--- src/rtl/rd_req_arbiter.sv ---
// Two-requester round-robin arbiter for the shared cache-line read-request port.
// Requests are tagged with the requester ID, responses are routed back by that tag.
module rd_req_arbiter #(
    parameter int ADDR_LMT        = 20,
    parameter int MDATA           = 14,
    parameter int CACHE_WIDTH     = 512,
    parameter int MAX_OUTSTANDING = 64
) (
    input  logic                   clk,
    input  logic                   reset_n,
    input  logic [ADDR_LMT-1:0]    req0_addr,
    input  logic [MDATA-2:0]       req0_mdata,
    input  logic                   req0_en,
    output logic                   req0_grant,
    output logic                   req0_almostfull,
    input  logic [ADDR_LMT-1:0]    req1_addr,
    input  logic [MDATA-2:0]       req1_mdata,
    input  logic                   req1_en,
    output logic                   req1_grant,
    output logic                   req1_almostfull,
    output logic [ADDR_LMT-1:0]    rd_req_addr,
    output logic [MDATA-1:0]       rd_req_mdata,
    output logic                   rd_req_en,
    input  logic                   rd_req_almostfull,
    input  logic                   rd_rsp_valid,
    input  logic [MDATA-1:0]       rd_rsp_mdata,
    input  logic [CACHE_WIDTH-1:0] rd_rsp_data,
    output logic                   rsp0_valid,
    output logic [MDATA-2:0]       rsp0_mdata,
    output logic [CACHE_WIDTH-1:0] rsp0_data,
    output logic                   rsp1_valid,
    output logic [MDATA-2:0]       rsp1_mdata,
    output logic [CACHE_WIDTH-1:0] rsp1_data,
    output logic                   idle,
    output logic                   err
);

    localparam int CW = $clog2(MAX_OUTSTANDING + 1);
    localparam logic [CW-1:0] CNT_ZERO = {CW{1'b0}};
    localparam logic [CW-1:0] CNT_ONE  = CW'(1);
    localparam logic [CW-1:0] CNT_MAX  = CW'(MAX_OUTSTANDING);
    localparam logic [CW-1:0] CNT_HI   = CW'(MAX_OUTSTANDING - 1);

    logic [CW-1:0]          cnt0_r, cnt1_r;
    logic                   last_r;
    logic                   err_r;
    logic                   rd_req_en_r;
    logic [ADDR_LMT-1:0]    rd_req_addr_r;
    logic [MDATA-1:0]       rd_req_mdata_r;
    logic                   rsp0_valid_r, rsp1_valid_r;
    logic [MDATA-2:0]       rsp_mdata_r;
    logic [CACHE_WIDTH-1:0] rsp_data_r;

    logic elig0_s, elig1_s, grant0_s, grant1_s;
    logic rsp_id_s, dec0_s, dec1_s;

    // Saturating-at-zero credit counter step; simultaneous inc and dec cancel.
    function automatic logic [CW-1:0] next_cnt(input logic [CW-1:0] cnt,
                                               input logic inc, input logic dec);
        logic [CW-1:0] res;
        case ({inc, dec})
            2'b10:   res = cnt + CNT_ONE;
            2'b01:   res = (cnt == CNT_ZERO) ? cnt : cnt - CNT_ONE;
            default: res = cnt;
        endcase
        return res;
    endfunction

    assign elig0_s  = reset_n & req0_en & ~rd_req_almostfull & (cnt0_r != CNT_MAX);
    assign elig1_s  = reset_n & req1_en & ~rd_req_almostfull & (cnt1_r != CNT_MAX);
    assign rsp_id_s = rd_rsp_mdata[MDATA-1];
    assign dec0_s   = rd_rsp_valid & ~rsp_id_s;
    assign dec1_s   = rd_rsp_valid &  rsp_id_s;

    // Round-robin grant: on a tie the requester that did not win last time goes.
    always_comb begin
        grant0_s = 1'b0;
        grant1_s = 1'b0;
        if (elig0_s && elig1_s) begin
            if (last_r) begin
                grant0_s = 1'b1;
            end else begin
                grant1_s = 1'b1;
            end
        end else if (elig0_s) begin
            grant0_s = 1'b1;
        end else if (elig1_s) begin
            grant1_s = 1'b1;
        end else begin
            grant0_s = 1'b0;
            grant1_s = 1'b0;
        end
    end

    // Shared request output register and round-robin pointer.
    always_ff @(posedge clk) begin
        if (!reset_n) begin
            rd_req_en_r    <= 1'b0;
            rd_req_addr_r  <= {ADDR_LMT{1'b0}};
            rd_req_mdata_r <= {MDATA{1'b0}};
            last_r         <= 1'b1;
        end else if (grant0_s) begin
            rd_req_en_r    <= 1'b1;
            rd_req_addr_r  <= req0_addr;
            rd_req_mdata_r <= {1'b0, req0_mdata};
            last_r         <= 1'b0;
        end else if (grant1_s) begin
            rd_req_en_r    <= 1'b1;
            rd_req_addr_r  <= req1_addr;
            rd_req_mdata_r <= {1'b1, req1_mdata};
            last_r         <= 1'b1;
        end else begin
            rd_req_en_r    <= 1'b0;
        end
    end

    // Response steering: payload goes to both channels, only the valid differs.
    always_ff @(posedge clk) begin
        if (!reset_n) begin
            rsp0_valid_r <= 1'b0;
            rsp1_valid_r <= 1'b0;
            rsp_mdata_r  <= {(MDATA-1){1'b0}};
            rsp_data_r   <= {CACHE_WIDTH{1'b0}};
        end else begin
            rsp0_valid_r <= dec0_s;
            rsp1_valid_r <= dec1_s;
            rsp_mdata_r  <= rd_rsp_mdata[MDATA-2:0];
            rsp_data_r   <= rd_rsp_data;
        end
    end

    // Outstanding-read credit counters and sticky underflow flag.
    always_ff @(posedge clk) begin
        if (!reset_n) begin
            cnt0_r <= CNT_ZERO;
            cnt1_r <= CNT_ZERO;
            err_r  <= 1'b0;
        end else begin
            cnt0_r <= next_cnt(cnt0_r, grant0_s, dec0_s);
            cnt1_r <= next_cnt(cnt1_r, grant1_s, dec1_s);
            err_r  <= err_r | (dec0_s & (cnt0_r == CNT_ZERO))
                            | (dec1_s & (cnt1_r == CNT_ZERO));
        end
    end

    assign req0_grant      = grant0_s;
    assign req1_grant      = grant1_s;
    assign req0_almostfull = rd_req_almostfull | (cnt0_r >= CNT_HI);
    assign req1_almostfull = rd_req_almostfull | (cnt1_r >= CNT_HI);
    assign rd_req_en       = rd_req_en_r;
    assign rd_req_addr     = rd_req_addr_r;
    assign rd_req_mdata    = rd_req_mdata_r;
    assign rsp0_valid      = rsp0_valid_r;
    assign rsp1_valid      = rsp1_valid_r;
    assign rsp0_mdata      = rsp_mdata_r;
    assign rsp1_mdata      = rsp_mdata_r;
    assign rsp0_data       = rsp_data_r;
    assign rsp1_data       = rsp_data_r;
    assign idle            = (cnt0_r == CNT_ZERO) & (cnt1_r == CNT_ZERO) & ~rd_req_en_r;
    assign err             = err_r;

endmodule

--- config.mk ---
export PLATFORM = sky130hd
export DESIGN_NAME = rd_req_arbiter
export DESIGN_NICKNAME = d
export VERILOG_FILES = /design/src/rtl/rd_req_arbiter.sv
export SDC_FILE = /design/constraint.sdc
export NUM_CORES = 1
export LEC_CHECK = 0
export ABC_CLOCK_PERIOD_IN_PS = 7800
export BUFFER_PORTS_ARGS = -buffer_cell sky130_fd_sc_hd__buf_2
export CAP_MARGIN = 20
export CORE_AREA = 3 3 649 651
export DETAILED_ROUTE_END_ITERATION = 16
export DIE_AREA = 0 0 652 654
export GPL_TIMING_DRIVEN = 0
export MAX_ROUTING_LAYER = met4
export PLACE_DENSITY = 0.3
export RECOVER_POWER = 25
export SLEW_MARGIN = 40
export SYNTH_ARGS = -nofsm -noshare
export SYNTH_HDL_FRONTEND = slang
export SYNTH_SLANG_ARGS = --single-unit
--- constraint.sdc ---
create_clock -name clk -period 7.8 [get_ports clk]
set_clock_uncertainty 0.2 [all_clocks]
set_input_delay 1.56 -clock clk [delete_from_list [all_inputs] [get_ports clk]]
set_output_delay 1.56 -clock clk [all_outputs]
set_load 0.005 [all_outputs]
==> key figures, run 1 <==
Run status
  • Run status: did not finish
  • Stop stage: detailed routing (5_2_route)
  • Halt Reason: [ERROR DRT-0255] Maze Route cannot find path of net rsp1_data[370] in worker of routeBox ( 627900 96600 ) ( 652000 144900 ).

Global routing
  • Global router's overall resource usage: 14.87%
  • Initial antenna violation count: 107
  • Vias in the first global route: 21.68k
  • Grt ovf: 0
  • First-pass GRT wire length: 365,900 um
  • Largest net degree at the start of global routing: 13

Placed design
  • GPL Wtd Cong: 0.8801
  • Dpl cells: 9,143
  • IO buf count: 1,690
  • Dpl hpwl: 301,200 um
  • Post-placement setup slack: 2.199 ns

Yosys
  • Post-synthesis sequential area ratio: 55.78%
  • Library cells used by synthesis: 48
  • Syn Std Cell Area: 20,740 um^2
  • Adder-cell area share of the yosys netlist: 0.4584%
  • Multiplexer area fraction after synthesis: 2.370%
  • Async SR Flop Fraction: 0%
  • Syn nets: 2,550
  • Post-synthesis cell count: 1,945
  • Synth Area in Compound Gates: 1.900%
  • Simple-Gate Fraction of Synth Area: 18.58%
  • Yosys warns: 0
  • Largest family of logic cells by synthesized area: buffers and inverters
  • Area share of xor/xnor cells in the synthesized design: 0.2111%
  • Mean post-synth cell area: 10.67 um^2
  • EDFF count, synth: 0
  • Seq cells post-synth: 578
  • Most used flip-flop cell after synthesis: dfxtp_1

Clock tree
  • Clk sinks: 578
  • # hold bufs at CTS: 0
  • Setup Fix Bufs, Post-CTS: 0
  • Clk buf depth: 4
  • PostCTS Resize Cnt: 0
  • Number of CTS-inserted buffers: 87
  • Clock H-tree levels: 3
  • CTS Root Cell: clkbuf_16

Die
  • I/O pin total: 1,691
  • Die Y: 654 um
  • Rows: 237
  • Die W: 652 um
  • Starting Density: 4.986%
-- Yosys cell counts (6+ instances only) --
cell type | number | area [um^2]
o21ai_0 | 41 | 205.2
inv_1 | 6 | 22.52
ha_1 | 6 | 75.07
nand2b_1 | 8 | 50.05
buf_4 | 530 | 3979
nor2_1 | 14 | 52.55
mux2i_1 | 48 | 480.5
nand2_1 | 22 | 82.58
dfxtp_1 | 578 | 11570
nand3_1 | 35 | 175.2
clkbuf_1 | 69 | 259.0
and2_1 | 526 | 3291
-- per-stage QoR --
stage          area [um^2]  hold slack (ns)
4_1_cts              39320           0.2709
3_5_place_dp         36460           0.2573
5_1_grt              39360           0.3006
3_3_place_gp         36080           0.2586
2_1_floorplan        20740           0.2604
-- cell families after synthesis --
family | Yosys count
flip-flops | 578
buffers and inverters | 611
multiplexers | 49
AO/OA/AOI/OAI | 62
XOR/XNOR | 5
adder cells (fa/ha/maj) | 7
AND/OR/NAND/NOR | 633
-- layer usage --
layer	track usage [%]
met5	-
met4	2.308
met3	11.60
met2	24.68
met1	13.65
==> inputs of run 2 (changes only) <==
Settings changed: CORE_AREA 3 3 649 651 to 3 3 660 662, DIE_AREA 0 0 652 654 to 0 0 663 665, MAX_ROUTING_LAYER met4 to default, PLACE_DENSITY 0.3 to default, PLACE_DENSITY_LB_ADDON from default to 0.15.
==> run 2 against run 1 <==
The run now ends clean. Synthesized cell count stayed put. Synthesized area stayed put. Global-route usage is 2.4 points lower.
==> key figures, run 2 <==
Drt
  • DR vias: 20.71k
  • ANT nets after route: 0
  • Drc violations: 0
  • Routed WL per cell: 29.83 um
  • Vias/cell: 2.171
  • 1st-iter DRT viols: 762
  • DRT Pass-1 Iters: 5
  • Post-Route WL: 284,500 um

Final layout
  • Proportion of layout cells with a drive suffix above 1: 62.87%
  • Final net count: 4,335
  • Number of filler cells placed in the layout: 50.35k
  • Multi-input gate area: 4901 um^2
  • Max reg flops: 512
  • Syn-to-layout area delta: 90.76%
  • Seq. cell area: 11,570 um^2
  • Most frequent cells in the layout: buf_2, dfxtp_1, buf_4
  • Most common cell after layout, fill and taps aside: buf_2

Critical path
  • Critical path's most frequent cell: buf_2
  • Req. time, crit path: 6.04 ns
  • CP Cell Sequence: buf_2, nor2b_1, o311ai_4, o21ai_4, buf_4, inv_1, buf_2
  • Critical Path End Type: output pin
  • CP max FO: 10
  • Crit path max-delay cell type: buf_4
  • Worst setup SP type: input pin
  • WS Path Type: input pin to output pin
  • Slowest Stage Delay on Critical Path: 0.48 ns
  • WP data arrival: 3.49 ns

Yosys
  • Most used flip-flop cell after synthesis: dfxtp_1
  • Post-synthesis cell count: 1,945 (unchanged)
  • Mean post-synth cell area: 10.67 um^2 (unchanged)
  • Library cells used by synthesis: 48 (unchanged)
  • Syn nets: 2,550 (unchanged)
  • Most frequent cell after synthesis: dfxtp_1
  • Cell taking the most area after synthesis: dfxtp_1
  • Top-area cell type share of the netlist area: 55.78% (unchanged)
  • EDFF count, synth: 0 (unchanged)
  • Syn Std Cell Area: 20,740 um^2 (unchanged)
  • Yosys warns: 0 (unchanged)
  • Synth area leaders: dfxtp_1, buf_4, and2_1
  • Async SR Flop Fraction: 0% (unchanged)
  • Most frequent cells after synthesis: dfxtp_1, buf_4, and2_1
  • Post-synthesis sequential area ratio: 55.78% (unchanged)
  • Seq cells post-synth: 578 (unchanged)

Job
  • MaxCap Viol Count: 0

Clock tree
  • Number of CTS-inserted buffers: 89 (+2.3%)
  • Worst-Skew Late Latency: 0.83 ns
  • PostCTS Resize Cnt: 0 (unchanged)
  • Setup Fix Bufs, Post-CTS: 0 (unchanged)
  • # hold bufs at CTS: 0 (unchanged)
  • Clock H-tree levels: 3 (unchanged)
  • CTS tree: yes
  • Clock-pin slew on the worst setup and hold paths: 0.06 ns
  • CTS Root Cell: clkbuf_16
  • Clk sinks: 578 (unchanged)
  • Clk buf depth: 4 (unchanged)

Timing
  • Unrepaired setup endpoints after global routing: false
  • Final worst path period share: 67.28%
  • Slew HR: 1.048%
  • Worst setup margin: 2.552 ns
  • Endpoints failing setup: 0
  • WHS: 0.2669 ns
  • Final Hold Viols: 0
  • F_max: 190.6 MHz
  • Max-slew violation count: 0
  • Fin crit period: 5.248 ns
  • Setup TNS: 0 ns
  • Tightest Pin Transition: 1.484 ns

Placed design
  • IO buf count: 1,690 (unchanged)
  • GPL Wtd Cong: 0.9479 (+7.7%)
  • Dpl hpwl: 263,000 um (-13%)
  • Post-placement setup slack: 2.263 ns (+0.06414 ns)

Global routing
  • Largest net degree at the start of global routing: 14 (+1)
  • Global router's overall resource usage: 12.42% (-2.4 points)
  • Grt ovf: 0 (unchanged)
  • First-pass GRT wire length: 334,600 um (-8.6%)
  • Vias in the first global route: 21.80k (+0.59%)
  • Initial antenna violation count: 75 (-30%)

Power
  • PwrDens: 234.4 nW/um^2
  • Peak supply drop: 136.2 uV
  • Total power: 9.276 mW
  • Leakage: 18.77 nW

Die
  • I/O pin total: 1,691 (unchanged)
  • Core ar.: 430,300 um^2
  • Die area: 440,900 um^2
  • Starting Density: 4.821% (-0.17 points)
  • Rows: 241 (+1.7%)
  • Die W: 663 um (+1.7%)
  • Die Y: 665 um (+1.7%)

Hold path
  • Hold Path Class: flop to flop

Run status
  • Run status: finished, final reports clean
[run 2: worst paths after layout]
| kind | start | end | slack, ns | cells past startpoint |
|---|---|---|---|---|
| worst max-delay path | rd_req_almostfull | req0_grant | 2.55 | 7 |
| worst min register to register | rd_req_addr[0] | rd_req_addr[0] | 0.27 | 2 |
| worst max register to register | cnt0_r[3] | cnt0_r[4] | 4.24 | 12 |
| worst min-delay path | rd_req_addr[0] | rd_req_addr[0] | 0.27 | 2 |
[run 2: routing by layer]
layer	wire, um	share of wire, %	global-route usage (%)
met2	132600	47	20.58
met3	41090	14	7.931
met4	6410	2.3	2.774
met1	104400	37	13.20
met5	13	0.0046	0
[run 2: logic make-up (layout without fill, tap and decap cells)]
logic type | Yosys count | after routing | share of synthesized area, %
flops | 578 | 578 | 55.78
fa+ha+maj | 7 | 7 | 0.4584
other cells | 0 | 33 | 0
xor+xnor | 5 | 5 | 0.2111
mux | 49 | 49 | 2.370
compound gates | 62 | 62 | 1.900
buf+inv | 611 | 2463 | 20.71
simple gates | 633 | 633 | 18.58
[run 2: cell type report]
class	instances	area share, %
repair buffers	1694	21.50
inverters	6	0.05691
plain buffers	605	10.82
clock buffers	121	6.412
flip-flops and latches	578	29.24
clock inverters	37	1.328
multi-input cells	756	12.38
well taps	5710	18.05
diodes	33	0.2087
[run 2: per-stage QoR]
stage                     utilization, %  area [um^2]  instances
after floorplan                        -        20740       1945
after global placement             8.447        36350       9345
after detailed placement           8.480        36490       9349
after CTS                          9.191        39550       9507
after global routing               9.180        39500       9512
final                              9.197        39570       9540
[run 2: critical path, delay by kind of cell]
family                 cells  cell delay [ns]
AND/OR/NAND/NOR            1             0.31
buffers and inverters      4             0.89
AO/OA/AOI/OAI              2             0.69
[run 2: power breakdown]
group	total [mW]	switching, mW	leakage [nW]	internal, mW
Sequential	3.38	0.236	4.81	3.14
Combinational	1.54	0.909	12.4	0.627
Clock	4.36	1.75	1.51	2.61
Total	9.28	2.89	18.8	6.38
(Power assumes the default switching activity.)
==> inputs of run 3 (changes only) <==
Settings changed: ABC_CLOCK_PERIOD_IN_PS 7800 to 5300.
Clock period 7.8 ns to 5.3 ns, I/O delays scaled along.
==> run 3 against run 2 <==
Critical path type is now flop to output pin. Clock power grew 47%. Clock-buffer cell count is the same. Non-clock buffer count is the same. Total power grew 47%. Combinational power grew 47%. Design area is essentially flat. Die area is the same. Wire length is essentially flat. Core utilization is essentially flat. Register-to-register slack lost 2.5 ns. Worst hold slack lost 0.030 ns. Via count shrank 0.12%.
==> key figures, run 3 (synthesis results as in run 2) <==
Die
  • Die W: 663 um (unchanged)
  • Die Y: 665 um (unchanged)
  • I/O pin total: 1,691 (unchanged)
  • Rows: 241 (unchanged)
  • Starting Density: 4.821% (unchanged)
  • Die area: 440,900 um^2 (unchanged)
  • Core ar.: 430,300 um^2 (unchanged)

Timing
  • F_max: 224.2 MHz
  • Final worst path period share: 84.16%
  • WHS: 0.2366 ns (-0.03032 ns)
  • Slew HR: 1.048% (unchanged)
  • Endpoints failing setup: 0 (unchanged)
  • Fin crit period: 4.461 ns
  • Setup TNS: 0 ns (unchanged)
  • Final Hold Viols: 0 (unchanged)
  • Tightest Pin Transition: 1.484 ns (unchanged)
  • Max-slew violation count: 0 (unchanged)
  • Unrepaired setup endpoints after global routing: false

Power
  • Peak supply drop: 200.4 uV (+47%)
  • NetSw: 4.260 mW (+47%)
  • Switching Fraction: 31.20% (about the same)
  • Seq pwr share: 36.4% (about the same)
  • Int Pwr: 9.393 mW (+47%)
  • Leakage: 18.77 nW (about the same)
  • Comb pwr share: 16.6% (about the same)
  • Clk network pwr share: 47.0% (about the same)
  • PwrDens: 345.0 nW/um^2 (+47%)

Placed design
  • IO buf count: 1,690 (unchanged)
  • GPL Wtd Cong: 0.9479 (unchanged)
  • Dpl hpwl: 263,000 um (unchanged)

Global routing
  • Vias in the first global route: 21.80k (unchanged)
  • Largest net degree at the start of global routing: 14 (unchanged)
  • Initial antenna violation count: 75 (unchanged)
  • First-pass GRT wire length: 334,600 um (unchanged)
  • Grt ovf: 0 (unchanged)
  • Global router's overall resource usage: 12.42% (unchanged)

Final layout
  • Proportion of layout cells with a drive suffix above 1: 62.92% (about the same)
  • Syn-to-layout area delta: 90.78% (about the same)
  • Max reg flops: 512 (unchanged)
  • Most frequent cells in the layout: buf_2, dfxtp_1, buf_4
  • Final net count: 4,335 (unchanged)
  • Most common cell after layout, fill and taps aside: buf_2
  • Number of filler cells placed in the layout: 50.35k (unchanged)

Run status
  • Run status: finished, final reports clean

Clock tree
  • CTS Root Cell: clkbuf_16
  • Number of CTS-inserted buffers: 89 (unchanged)
  • CTS tree: yes
  • Clock H-tree levels: 3 (unchanged)
  • Clk buf depth: 4 (unchanged)
  • Setup Fix Bufs, Post-CTS: 0 (unchanged)
  • # hold bufs at CTS: 0 (unchanged)
  • Clock-pin slew on the worst setup and hold paths: 0.06 ns (about the same)
  • Clk sinks: 578 (unchanged)
  • Worst-Skew Late Latency: 0.83 ns (about the same)
  • PostCTS Resize Cnt: 0 (unchanged)

Drt
  • ANT nets after route: 0 (unchanged)
  • 1st-iter DRT viols: 751 (-1.4%)
  • DRT Pass-1 Iters: 5 (unchanged)
  • Vias/cell: 2.169 (-0.11%)
  • DR vias: 20.69k (-0.12%)
  • Post-Route WL: 284,500 um (about the same)
  • Drc violations: 0 (unchanged)
  • Routed WL per cell: 29.83 um (about the same)

Critical path
  • Req. time, crit path: 4.04 ns (-2.00 ns)
  • Slowest Stage Delay on Critical Path: 0.59 ns (+0.11 ns)
  • Critical Path End Type: output pin
  • CP Cell Sequence: buf_2, or4_1, o211a_1, o21ai_4, buf_4, inv_1, buf_2
  • Critical path's most frequent cell: buf_2
  • Worst setup SP type: flop
  • WS Path Type: flop to output pin
  • Crit path max-delay cell type: or4_1
  • WP data arrival: 3.20 ns (-0.29 ns)
  • CP max FO: 10 (unchanged)

Job
  • MaxCap Viol Count: 0 (unchanged)

Hold path
  • Hold Path Class: input pin to flop
==> run 3: critical path: cells and delay by family (launching register included) <==
family,cells,cell delay [ns]
and+or+nand+nor,1,0.59
DFF,1,0.29
buffers and inverters,4,0.91
AOI/OAI and AO/OA,2,0.55
==> run 3: layout make-up <==
| type | instances | area [um^2] | share of cell area [%] |
|---|---|---|---|
| sequential | 578 | 11570 | 29.24 |
| timing repair buffer | 1694 | 8508 | 21.50 |
| tap | 5710 | 7144 | 18.05 |
| multi-input combinational | 756 | 4906 | 12.40 |
| buffer | 605 | 4282 | 10.82 |
| clock buffer | 121 | 2537 | 6.411 |
| clock inverter | 37 | 525.5 | 1.328 |
| antenna | 32 | 80.08 | 0.2023 |
| inverter | 6 | 22.52 | 0.05691 |
==> run 3: routing by layer <==
layer	vias to the layer above	GRT usage (%)	share of wire (%)
met5	-	0	0.0046
met4	2	2.774	2.3
met3	205	7.931	15
met2	1186	20.58	47
met1	10065	13.20	37
li1	9228	-	-
==> run 3: power by group through the flow <==
stage	logic, mW	registers, mW	clock network [mW]
CTS	2.39	5.00	6.83
global route	2.48	5.01	6.89
detailed placement	2.39	5.09	0
floorplan	0.722	4.87	0
global placement	2.39	5.09	0
finish	2.26	4.97	6.42
==> run 3: stage by stage <==
stage                     instances  area (um^2)  util [%]  total power [mW]  worst slack, ns
after floorplan                1945        20740         -             5.595            1.990
after global placement         9345        36350     8.447             7.479           -1.898
after detailed placement       9349        36490     8.480             7.475           0.7633
after CTS                      9507        39550     9.191             14.22           0.4702
after global routing           9512        39510     9.182             14.38           0.5145
final                          9539        39580     9.198             13.65           0.8394
==> run 3: final timing paths <==
kind	slack [ns]	from	cells after the start	to
min	0.24	rd_rsp_data[272]	2	rsp0_data[272]
max	0.84	cnt0_r[3]	7	req0_grant
min reg2reg	0.27	rd_req_addr[0]	2	rd_req_addr[0]
max reg2reg	1.75	cnt0_r[3]	12	cnt0_r[4]
==> inputs of run 4 (changes only) <==
Settings changed: ABC_AREA from default to 1, ABC_CLOCK_PERIOD_IN_PS 5300 to 4300, CORE_AREA 3 3 660 662 to 3 3 650 652, DIE_AREA 0 0 663 665 to 0 0 653 655.
Clock period 5.3 ns to 4.3 ns, I/O delays scaled along.
==> run 4 against run 3 <==
The flow now finishes with violations (max-capacitance violations, max-slew violations). Die area shrank 3.0%. Design area grew 12%. Combinational power grew 36%. Via count grew 18%. Sequential power grew 22%. Core utilization grew 1.4 points. Sequential share of layout area shrank 3.1 points. Critical path depth grew 1. First-iteration DRC count grew 25%. Critical path type unchanged. Critical endpoint unchanged. Largest cell class unchanged. Highest routed layer unchanged.
==> key figures, run 4 <==
Run status
  • Run status: complete, but fails checks
  • Failing checks: max-capacitance violations, max-slew violations

Power
  • PwrDens: 375.8 nW/um^2 (+9.0%)
  • Total power: 16.64 mW (+22%)
  • Leakage: 24.53 nW (+31%)
  • Peak supply drop: 263.4 uV (+31%)

Timing
  • Tightest Pin Transition: 1.887 ns (+0.4025 ns)
  • F_max: 259.1 MHz
  • Fin crit period: 3.860 ns
  • Max-slew violation count: 19 (+19)
  • WHS: 0.1227 ns (-0.1139 ns)
  • Final Hold Viols: 0 (unchanged)
  • Unrepaired setup endpoints after global routing: false
  • Slew HR: -25.78% (-27 points)
  • Endpoints failing setup: 0 (unchanged)
  • Final worst path period share: 89.77%

Global routing
  • Initial antenna violation count: 36 (-52%)
  • First-pass GRT wire length: 328,200 um (-1.9%)
  • Vias in the first global route: 25.72k (+18%)
  • Grt ovf: 0 (unchanged)
  • Global router's overall resource usage: 12.36% (-0.063 points)
  • Largest net degree at the start of global routing: 13 (-1)

Yosys
  • Top-area cell type share of the netlist area: 54.10% (-1.7 points)
  • Syn Std Cell Area: 21,390 um^2 (+3.1%)
  • Synth area leaders: dfxtp_1, buf_4, nand2_1
  • Cell taking the most area after synthesis: dfxtp_1
  • Most used flip-flop cell after synthesis: dfxtp_1
  • Library cells used by synthesis: 31 (-35%)
  • Async SR Flop Fraction: 0% (unchanged)
  • Most frequent cells after synthesis: dfxtp_1, nand2_1, inv_1
  • Post-synthesis sequential area ratio: 54.10% (-1.7 points)
  • Seq cells post-synth: 578 (unchanged)
  • Mean post-synth cell area: 8.381 um^2 (-21%)
  • Most frequent cell after synthesis: dfxtp_1
  • Yosys warns: 0 (unchanged)
  • Post-synthesis cell count: 2,552 (+31%)
  • EDFF count, synth: 0 (unchanged)
  • Syn nets: 3,157 (+24%)

Critical path
  • CP Cell Sequence: inv_2, nand2_1, nor2_1, a21oi_4, nand2_4, inv_2, clkbuf_1, buf_2
  • R2R depth: 17 (+5)
  • Crit path max-delay cell type: clkbuf_1
  • WP data arrival: 2.80 ns (-0.40 ns)
  • FF-to-FF Start: cnt0_r[0]
  • Slowest Stage Delay on Critical Path: 0.52 ns (-0.07 ns)
  • Worst setup SP type: flop
  • CP max FO: 10 (unchanged)
  • R2R Path End: cnt1_r[6]
  • Req. time, crit path: 3.24 ns (-0.80 ns)
  • Critical Path End Type: output pin
  • WS Path Type: flop to output pin
  • Critical path's most frequent cell: inv_2
  • Reg2reg setup slack: 1.10 ns (-0.65 ns)

Drt
  • Routed WL per cell: 26.64 um (-11%)
  • DRT Pass-1 Iters: 5 (unchanged)
  • Vias/cell: 2.349 (+8.3%)
  • DR vias: 24.38k (+18%)
  • Post-Route WL: 276,400 um (-2.8%)
  • ANT nets after route: 0 (unchanged)
  • 1st-iter DRT viols: 942 (+25%)
  • Drc violations: 0 (unchanged)

Clock tree
  • Setup Fix Bufs, Post-CTS: 0 (unchanged)
  • Clock-pin slew on the worst setup and hold paths: 0.05 ns (about the same)
  • Number of CTS-inserted buffers: 90 (+1.1%)
  • Clock H-tree levels: 3 (unchanged)
  • CTS Root Cell: clkbuf_16
  • Worst-Skew Late Latency: 0.79 ns (-0.04 ns)
  • PostCTS Resize Cnt: 0 (unchanged)
  • Clk sinks: 578 (unchanged)
  • Clk buf depth: 4 (unchanged)
  • # hold bufs at CTS: 458 (+458)
  • CTS tree: yes

Hold path
  • Hold Path Class: input pin to flop
  • Hold Path End: rsp0_data[28]
  • Min-delay src: rd_rsp_data[28]
  • WHS Path Cells: 3 (+1)

Die
  • Die W: 653 um (-1.5%)
  • Rows: 237 (-1.7%)
  • Die area: 427,700 um^2 (-3.0%)
  • Starting Density: 5.130% (+0.31 points)
  • I/O pin total: 1,691 (unchanged)
  • Die Y: 655 um (-1.5%)
  • Core ar.: 416,900 um^2 (-3.1%)

Placed design
  • Dpl hpwl: 252,300 um (-4.0%)
  • GPL Wtd Cong: 0.9383 (-1.0%)
  • DP Area: 36,800 um^2 (+0.85%)
  • IO buf count: 1,689 (-0.059%)

Final layout
  • Final net count: 5,400 (+25%)
  • Proportion of layout cells with a drive suffix above 1: 49.29% (-14 points)
  • Most common cell after layout, fill and taps aside: buf_2
  • Syn-to-layout area delta: 106.9%
  • Most frequent cells in the layout: buf_2, dfxtp_1, nand2_1
  • Max reg flops: 512 (unchanged)
  • Final Cell Area: 44,260 um^2 (+12%)

Job
  • MaxCap Viol Count: 2 (+2)
[run 4: cell types whose count changed after synthesis, sizes merged, moves of 8 or more]
| cell | change |
|---|---|
| inv | +562 |
| nand2 | +556 |
| and2 | -526 |
| mux2i | -48 |
| a21oi | +46 |
| nor2 | +40 |
| nand3 | +11 |
| o21ai | +9 |
| nand2b | -8 |
[run 4: worst max-delay path: cells and delay by family, from the launching register on]
family	cells	cell delay (ns)
AOI/OAI and AO/OA	1	0.22
buffers and inverters	4	1.09
DFF	1	0.40
and+or+nand+nor	3	0.30
[run 4: cell families after synthesis]
| kind of cell | synth area share (%) |
|---|---|
| xor+xnor | 0.2457 |
| simple gates | 12.72 |
| mux | 0.05265 |
| flops | 54.10 |
| buf+inv | 29.89 |
| fa+ha+maj | 0.4446 |
| compound gates | 2.545 |
[run 4: routing by layer]
metal / GRT usage [%] / routed length [um] / vias to the layer above
met5: 0 / 13 / -
met4: 3.825 / 9232 / 2
met3: 8.223 / 41260 / 185
met2: 20.25 / 127400 / 1131
met1: 12.71 / 98540 / 11700
li1: - / - / 11364
[run 4: where the power goes]
part / internal, mW / switching, mW / leakage [nW] / total (mW)
logic: 1.30 / 1.77 / 18.3 / 3.07
clock network: 4.36 / 3.14 / 1.42 / 7.51
registers: 5.69 / 0.371 / 4.82 / 6.06
[run 4: layout make-up]
class	count	area, um^2
diodes	20	50.05
plain buffers	604	4267
clock buffers	124	2530
clock inverters	34	351.6
fillers	49031	372700
inverters	569	2136
multi-input cells	801	3426
flip-flops and latches	578	11570
well taps	5497	6878
repair buffers	2151	13050
[run 4: metrics by stage]
step / setup TNS [ns] / cells / util (%) / setup slack, ns
3_5_place_dp: 0 / 9740 / 8.826 / 0.1848
6_report: 0 / 10378 / 10.62 / 0.4398
4_1_cts: 0 / 10356 / 10.62 / 0.2667
3_3_place_gp: -35.99 / 9738 / 8.807 / -1.526
5_1_grt: 0 / 10359 / 10.60 / 0.1890
2_1_floorplan: 0 / 2552 / - / 0.9929
[run 4: worst max-delay path by stage]
stage	depth (start not counted)	to	start	slack, ns
2_1_floorplan	16	cnt1_r[6]	reset_n	0.99
3_3_place_gp	5	rsp1_valid	reset_n	-1.53
3_5_place_dp	16	cnt1_r[6]	reset_n	0.18
4_1_cts	8	req0_grant	cnt0_r[0]	0.27
5_1_grt	8	req0_grant	cnt0_r[0]	0.19
6_report	8	req0_grant	cnt0_r[0]	0.44
